===== src/rtl/demux_pkg.sv =====
// Shared defaults and routing-mode encoding for the 1:N demultiplexer.
package demux_pkg;

  localparam int unsigned DEF_DATA_WIDTH = 8;
  localparam int unsigned DEF_NUM_CH     = 4;

  typedef enum logic {
    MODE_RR  = 1'b0,
    MODE_SEL = 1'b1
  } mode_e;

endpackage


===== src/rtl/demux_ch_reg.sv =====
// One-entry output register for a single demux channel.
// A load always wins over a drain, so a word taken by the consumer in the
// same cycle a new word arrives is replaced without a bubble.
module demux_ch_reg #(
  parameter int unsigned DATA_WIDTH = 8
) (
  input  logic                  clk,
  input  logic                  reset_L,
  input  logic                  i_load,
  input  logic                  i_drain,
  input  logic [DATA_WIDTH-1:0] i_data,
  output logic [DATA_WIDTH-1:0] o_data,
  output logic                  o_valid
);

  logic [DATA_WIDTH-1:0] r_data;
  logic                  r_valid;

  // Hold the word; reload on load, clear valid on drain, data kept on drain.
  always_ff @(posedge clk or negedge reset_L) begin
    if (!reset_L) begin
      r_data  <= '0;
      r_valid <= 1'b0;
    end else if (i_load) begin
      r_data  <= i_data;
      r_valid <= 1'b1;
    end else if (i_drain) begin
      r_valid <= 1'b0;
    end
  end

  assign o_data  = r_data;
  assign o_valid = r_valid;

endmodule


===== src/rtl/demux_rr_n.sv =====
// 1:N valid/ready demultiplexer with round-robin or explicit channel select.
// Round-robin is strictly ordered: a full target stalls the input rather
// than skipping to a free channel.
module demux_rr_n
  import demux_pkg::*;
#(
  parameter  int unsigned DATA_WIDTH = DEF_DATA_WIDTH,
  parameter  int unsigned NUM_CH     = DEF_NUM_CH,
  localparam int unsigned SEL_W      = $clog2(NUM_CH)
) (
  input  logic                         clk,
  input  logic                         reset_L,
  input  logic [DATA_WIDTH-1:0]        data_in,
  input  logic                         valid_in,
  output logic                         ready_out,
  input  logic                         mode_in,
  input  logic [SEL_W-1:0]             sel_in,
  output logic [NUM_CH*DATA_WIDTH-1:0] data_out,
  output logic [NUM_CH-1:0]            valid_out,
  input  logic [NUM_CH-1:0]            ready_in,
  output logic [SEL_W-1:0]             rr_ptr_out
);

  logic [SEL_W-1:0]  r_rr_ptr;
  mode_e             w_mode;
  logic [SEL_W-1:0]  w_tgt;
  logic              w_accept;
  logic [NUM_CH-1:0] w_load;
  logic [NUM_CH-1:0] w_drain;
  logic [NUM_CH-1:0] w_valid;

  assign w_mode   = mode_e'(mode_in);
  assign w_tgt    = (w_mode == MODE_SEL) ? sel_in : r_rr_ptr;
  assign ready_out = !w_valid[w_tgt] || ready_in[w_tgt];
  assign w_accept = valid_in && ready_out;

  // Decode the accepted word onto its target channel; drains are per channel.
  always_comb begin
    w_load  = '0;
    w_drain = '0;
    for (int unsigned i = 0; i < NUM_CH; i++) begin
      w_load[i]  = w_accept && (w_tgt == SEL_W'(i));
      w_drain[i] = w_valid[i] && ready_in[i];
    end
  end

  // Round-robin pointer advances only on a round-robin accept.
  always_ff @(posedge clk or negedge reset_L) begin
    if (!reset_L) begin
      r_rr_ptr <= '0;
    end else if (w_accept && (w_mode == MODE_RR)) begin
      if (r_rr_ptr == SEL_W'(NUM_CH - 1)) begin
        r_rr_ptr <= '0;
      end else begin
        r_rr_ptr <= r_rr_ptr + SEL_W'(1);
      end
    end
  end

  assign rr_ptr_out = r_rr_ptr;
  assign valid_out  = w_valid;

  for (genvar g = 0; g < NUM_CH; g++) begin : g_ch
    logic [DATA_WIDTH-1:0] w_ch_data;

    demux_ch_reg #(
      .DATA_WIDTH (DATA_WIDTH)
    ) u_ch_reg (
      .clk     (clk),
      .reset_L (reset_L),
      .i_load  (w_load[g]),
      .i_drain (w_drain[g]),
      .i_data  (data_in),
      .o_data  (w_ch_data),
      .o_valid (w_valid[g])
    );

    assign data_out[g*DATA_WIDTH +: DATA_WIDTH] = w_ch_data;
  end

endmodule


===== config.mk =====
export PLATFORM = sky130hd
export DESIGN_NAME = demux_rr_n
export DESIGN_NICKNAME = d
export VERILOG_FILES = /design/src/rtl/demux_pkg.sv /design/src/rtl/demux_ch_reg.sv /design/src/rtl/demux_rr_n.sv
export SDC_FILE = /design/constraint.sdc
export NUM_CORES = 1
export LEC_CHECK = 0
export ABC_AREA = 1
export CAP_MARGIN = 20
export CORE_MARGIN = 2
export CORE_UTILIZATION = 34
export CTS_CLUSTER_DIAMETER = 50
export DETAILED_ROUTE_END_ITERATION = 12
export PLACE_DENSITY = 0.64
export SYNTH_ARGS = -nofsm -noshare
export SYNTH_HDL_FRONTEND = slang
export SYNTH_SLANG_ARGS = --single-unit

===== constraint.sdc =====
create_clock -name clk -period 2.38 [get_ports clk]
set_input_delay 0.476 -clock clk [delete_from_list [all_inputs] [get_ports clk]]
set_output_delay 0.476 -clock clk [all_outputs]
set_load 0.02 [all_outputs]

==> Word-level counts from Yosys, hierarchy flattened <==
Index checks and enable logic that the tools add are counted.
{ "totals": {"register_bits": 38, "output_inout_bits": 39, "wordCells": 47, "inputBits": 18} }
{ "classes": {"magnitude_cmp": 1, "reduce_logical": 17, "muxes": 14, "n_eq_ne": 4, "bitwise": 1, "addsub": 1} }
{ "op_table": {"columns": ["op", "count"], "rows": [
  ["logical AND 1 bit", 10],
  ["two-way mux 1 bit", 10],
  ["nonzero test 2 bit", 4],
  ["equality test 2 bit, second input constant", 3],
  ["binary-select mux 1 bit (select 2 bit)", 2],
  ["two-way mux 2 bit", 2],
  ["< comparator 2 x 3 -> 1 bit, second input constant", 1],
  ["adder 2 x 1 -> 2 bit, second input constant", 1],
  ["equality test 2 x 1 -> 1 bit, second input constant", 1],
  ["zero test 2 bit", 1],
  ["zero test 1 bit", 1],
  ["logical OR 1 bit", 1],
  ["inverter 1 bit", 1]
]} }

==> Longest topological paths before layout <==
{ "depth": {"word_depth": 8, "depth_mapped": 12, "depth_no_buf": 11} }

==> By module <==
Synthesis repeated with hierarchy kept, for this count alone.
{ "hier_totals": {"hier_cells": 210, "area_unflattened_um2": 1672.9} }
{ "modules_own_cells": {"columns": ["mod", "instances", "seq_area_each_um2", "area_each_um2", "cells_per_inst"], "rows": [
  ["demux_ch_reg", 4, 225.2, 341.6, 38],
  ["demux_rr_n", 1, 50.0, 306.5, 58]
]} }

==> Least setup slack after synthesis <==
OpenSTA, ideal clock, no wires.
{ "synth_timing": {"path_kind": "reg2out", "from": "register r_rr_ptr[0], in the netlist rr_ptr_out[0]", "to": "output ready_out", "n_path_buf": 1, "arrival_ns": 1.236, "required_ns": 1.904, "stages_incl_launch_ff": 10, "setup_slack_ns": 0.668, "cell_sequence": "dfrtp_1 -> inv_1 -> nand2_2 -> nand2_2 -> nand2_1 -> nand2_1 -> nand2_1 -> nand2_1 -> nand2_2 -> buf_2"} }
{ "synth_between": {"elab_chain_cells": 5, "word_cells_on_any_way": 7, "classes_between": "5 x mux; 2 x reduce/logical"} }
{ "synth_lines": {"columns": ["element", "line_no", "rtl"], "rows": [
  ["start, declared", "demux_rr_n.sv:24", "logic [SEL_W-1:0] r_rr_ptr;"],
  ["start signal, assigned", "demux_rr_n.sv:55", "r_rr_ptr <= r_rr_ptr + SEL_W'(1);"],
  ["two-way mux 2 bit (*)", "demux_rr_n.sv:33", "assign w_tgt = (w_mode == MODE_SEL) ? sel_in : r_rr_ptr;"],
  ["binary-select mux 1 bit (select 2 bit)", "demux_rr_n.sv:34", "assign ready_out = !w_valid[w_tgt] || ready_in[w_tgt];"],
  ["two-way mux 1 bit (not written as such)", "demux_rr_n.sv:34", null],
  ["zero test 1 bit", "demux_rr_n.sv:34", null],
  ["logical OR 1 bit (*)", "demux_rr_n.sv:34", null],
  ["end, declared", "demux_rr_n.sv:15", "output logic ready_out,"]
]} }
Mark *: on every way between the ends. The rest lies on a longest branch, timed or not. The select of a mux whose other input is x is not followed.

==> Worst setup path in the final report <==
{ "layout_timing": {"from": "input sel_in[0]", "to": "output ready_out"} }
{ "layout_between": {"elab_chain_cells": 5, "word_cells_on_any_way": 7, "classes_between": "5 x mux; 2 x reduce/logical"} }
{ "layout_lines": {"columns": ["element", "line_no", "rtl"], "rows": [
  ["start, declared", "demux_rr_n.sv:17", "input logic [SEL_W-1:0] sel_in,"],
  ["two-way mux 2 bit (*)", "demux_rr_n.sv:33", null],
  ["binary-select mux 1 bit (select 2 bit)", "demux_rr_n.sv:34", null],
  ["two-way mux 1 bit (not written as such)", "demux_rr_n.sv:34", null],
  ["zero test 1 bit", "demux_rr_n.sv:34", null],
  ["logical OR 1 bit (*)", "demux_rr_n.sv:34", null]
]} }
Marked as above.

==> metrics.cfg <==
[worst_setup_path]
arrival_ns = 1.65
regToRegSetupSlack_ns = 0.57
rr_worst_depth = 12
critPathMaxFanout = 5
endpoint_kind = primary output
critical_path_class = input pin to primary output
critPathCapture = ready_out
worst_r2r_endpoint = g_ch[3].u_ch_reg.o_data[2]$_DFFE_PN0P_
reg2reg_from = rr_ptr_out[0]$_DFFE_PN0P_
cp-startpoint = sel_in[0]
cp_data_required_time_ns = 1.90
setup.worst_path.start_class = input pin

[global_routing]
overflow = 0
grt_max_degree = 40
grtUsageTotal_pct = 16.5
antenna_found_initial = 0
grt_pass1_wl_um = 7640
grt_pass1_vias = 1550

[clock_network]
cts-root-buf = clkbuf_8
clock-sinks = 38
tritoncts = yes
clock_path_buffers = 2
tritoncts.num_buffers = 5
post_cts_buffers = 0
path_clk_slew_ns = 0.06
htreeDepth = 2
clkLatencyLatePin_ns = 0.29

[floorplanning]
die_h_um = 76.5
die_area_sq_um = 5850
rows = 26
die_w_um = 76.5
initial_core_util_pct = 35.2
ios = 57
coreArea_sq_um = 5070

[power]
leakagePower_uw = 0.00123
clockPowerShare_pct = 13.1
fin_total_pwr_uw = 3250
pwr-share-seq_pct = 34.9
netSwitchingPower_uw = 1310
cellPowerDensity_nw_per_um2 = 1280
p_int_uw = 1940
p_comb_share_pct = 52.0
p_sw_share_pct = 40.2
ir_drop_mv = 0.560

[status]
status = finished clean

[synth]
syn_area_sq_um = 1790
synthCells = 205
synth-seq-area-share_pct = 53.2
yosys.area.top_type = dfrtp_1
yosys_warnings = 0
syn_nets = 224
synth_top_area_share_pct = 53.2
synthDistinctLibCells = 16
synth_top_cells_by_area = dfrtp_1 53%, nand2_1 18%, nand4_1 12%
ys_ff_latch = 38
postSynthAreaPerCell_sq_um = 8.72

[sta]
setup_slack_ns = 0.252
fmax_mhz = 470
slew_headroom_pct = 44.9
worstMarginPinSlew_ns = 0.826
hold_viol = 0
fin_crit_sh_pct = 89.4
finalClockSkew_ns = 0.00977
finalCriticalPeriod_ns = 2.13
whs_ns = 0.285
rsz0062_at_grt = false
finalSetupViolCount = 0
final_max_slew_viol_count = 0

[finish]
drive_gt1_share_pct = 12.4
final_nets = 286
final_util_pct = 49.8
diodes = 0
stdcell_count = 336
area_growth_pct = 41.5

[placement]
gp_congestion = 0.732
dp_slack_ns = -0.274
port_buffers = 56
dp_hpwl_um = 3200
placedCellCount = 330

[routing]
vias_per_cell = 4.72
routedWlPerCell_um = 13.4
drt-initial-drc-count = 131
firstDrtPassIters = 4
wl_um = 4500
num_vias = 1585
drc_errors = 0
antenna_left = 0

[worst_hold_path]
min_path_type = input pin to async pin

[job]
cap_violations = 0

[power groups by stage]
stage	Clock (uW)	Combinational, uW	Sequential [uW]
3_5_place_dp	0	1710	1150
3_3_place_gp	0	1690	1150
6_report	426	1690	1130
2_1_floorplan	0	561	1470
4_1_cts	441	1710	1140
5_1_grt	467	1830	1180
[kinds of logic after synthesis]
| kind of cell | after synthesis | share of synthesized area [%] |
|---|---|---|
| buf+inv | 21 | 5.95 |
| compound gates | 4 | 1.12 |
| flops | 38 | 53.2 |
| fa+ha+maj | 1 | 0.700 |
| simple gates | 141 | 39.0 |
[per-stage QoR]
| stage | cell area (sq um) | setup TNS (ns) |
|---|---|---|
| after global placement | 2450 | -0.741 |
| after global routing | 2530 | 0 |
| after detailed placement | 2450 | -2.55 |
| final | 2530 | 0 |
| after floorplan | 1790 | 0 |
| after CTS | 2530 | 0 |
[cell usage in the layout, fill, tap and decap left out]
cell type,count
dlygate4sd2_1,1
nor2_1,2
clkbuf_8,6
nand3_1,6
inv_2,1
nand2_1,87
nor2_2,4
buf_4,10
dfrtp_1,38
buf_12,1
clkdlybuf4s50_1,53
nand4_1,33
inv_1,8
buf_2,1
ha_1,1
o21ai_1,4
nand3_4,4
nand2_2,5
clkbuf_2,1
[worst min-delay path by stage]
stage | startpoint | to | slack (ns)
after floorplan | reset_L | g_ch[0].u_ch_reg.o_data[0]$_DFFE_PN0P_ | 0.18
after global placement | g_ch[0].u_ch_reg.o_data[3]$_DFFE_PN0P_ | g_ch[0].u_ch_reg.o_data[3]$_DFFE_PN0P_ | 0.46
after detailed placement | g_ch[1].u_ch_reg.o_data[0]$_DFFE_PN0P_ | g_ch[1].u_ch_reg.o_data[0]$_DFFE_PN0P_ | 0.46
after CTS | reset_L | g_ch[3].u_ch_reg.o_data[1]$_DFFE_PN0P_ | 0.32
after global routing | reset_L | g_ch[3].u_ch_reg.o_data[1]$_DFFE_PN0P_ | 0.37
final | reset_L | rr_ptr_out[1]$_DFFE_PN0P_ | 0.28
[cell usage after synthesis]
master	n
buf_6	1
clkbuf_1	3
buf_2	4
o21ai_1	4
dfrtp_1	38
nor2_1	2
nand4_1	33
nand3_4	4
nand3_1	6
nor2_2	4
ha_1	1
inv_2	1
inv_1	8
buf_4	4
nand2_1	87
nand2_2	5
[final cells by class]
cell class	count	area [sq um]
Clock buffer	6	82.6
Fill cell	534	2550
Multi-Input combinational cell	146	729
Timing Repair Buffer	67	644
Sequential cell	38	951
Inverter	9	33.8
Tap cell	70	87.6
[state kept, by name, indices dropped and copies added, names as in the netlist]
signal,cells
g_ch.u_ch_reg.o_data,32
rr_ptr_out,2
g_ch.u_ch_reg.o_valid,4
[per-layer routing]
| metal | vias up | global-route usage [%] | routed length [um] |
|---|---|---|---|
| met2 | 35 | 26.5 | 2130 |
| met1 | 740 | 21.9 | 2130 |
| met4 | 0 | 4.91 | 57 |
| li1 | 805 | - | - |
| met5 | - | 0 | 0 |
| met3 | 5 | 4.15 | 176 |
[what timing repair did]
action,CTS,global route
resized for setup,2,2
setup endpoints to repair,1,1
hold buffers,0,0
[worst max-delay path, stage by stage]
cell and delay (ns):
clkdlybuf4s50_1 0.49, inv_1 0.04, nand2_1 0.07, nand2_2 0.09, nand3_1 0.09, nand2_1 0.06
nor2_1 0.13, nand2_2 0.06, clkbuf_2 0.15
No activity file was read; power rests on OpenSTA's default activity.
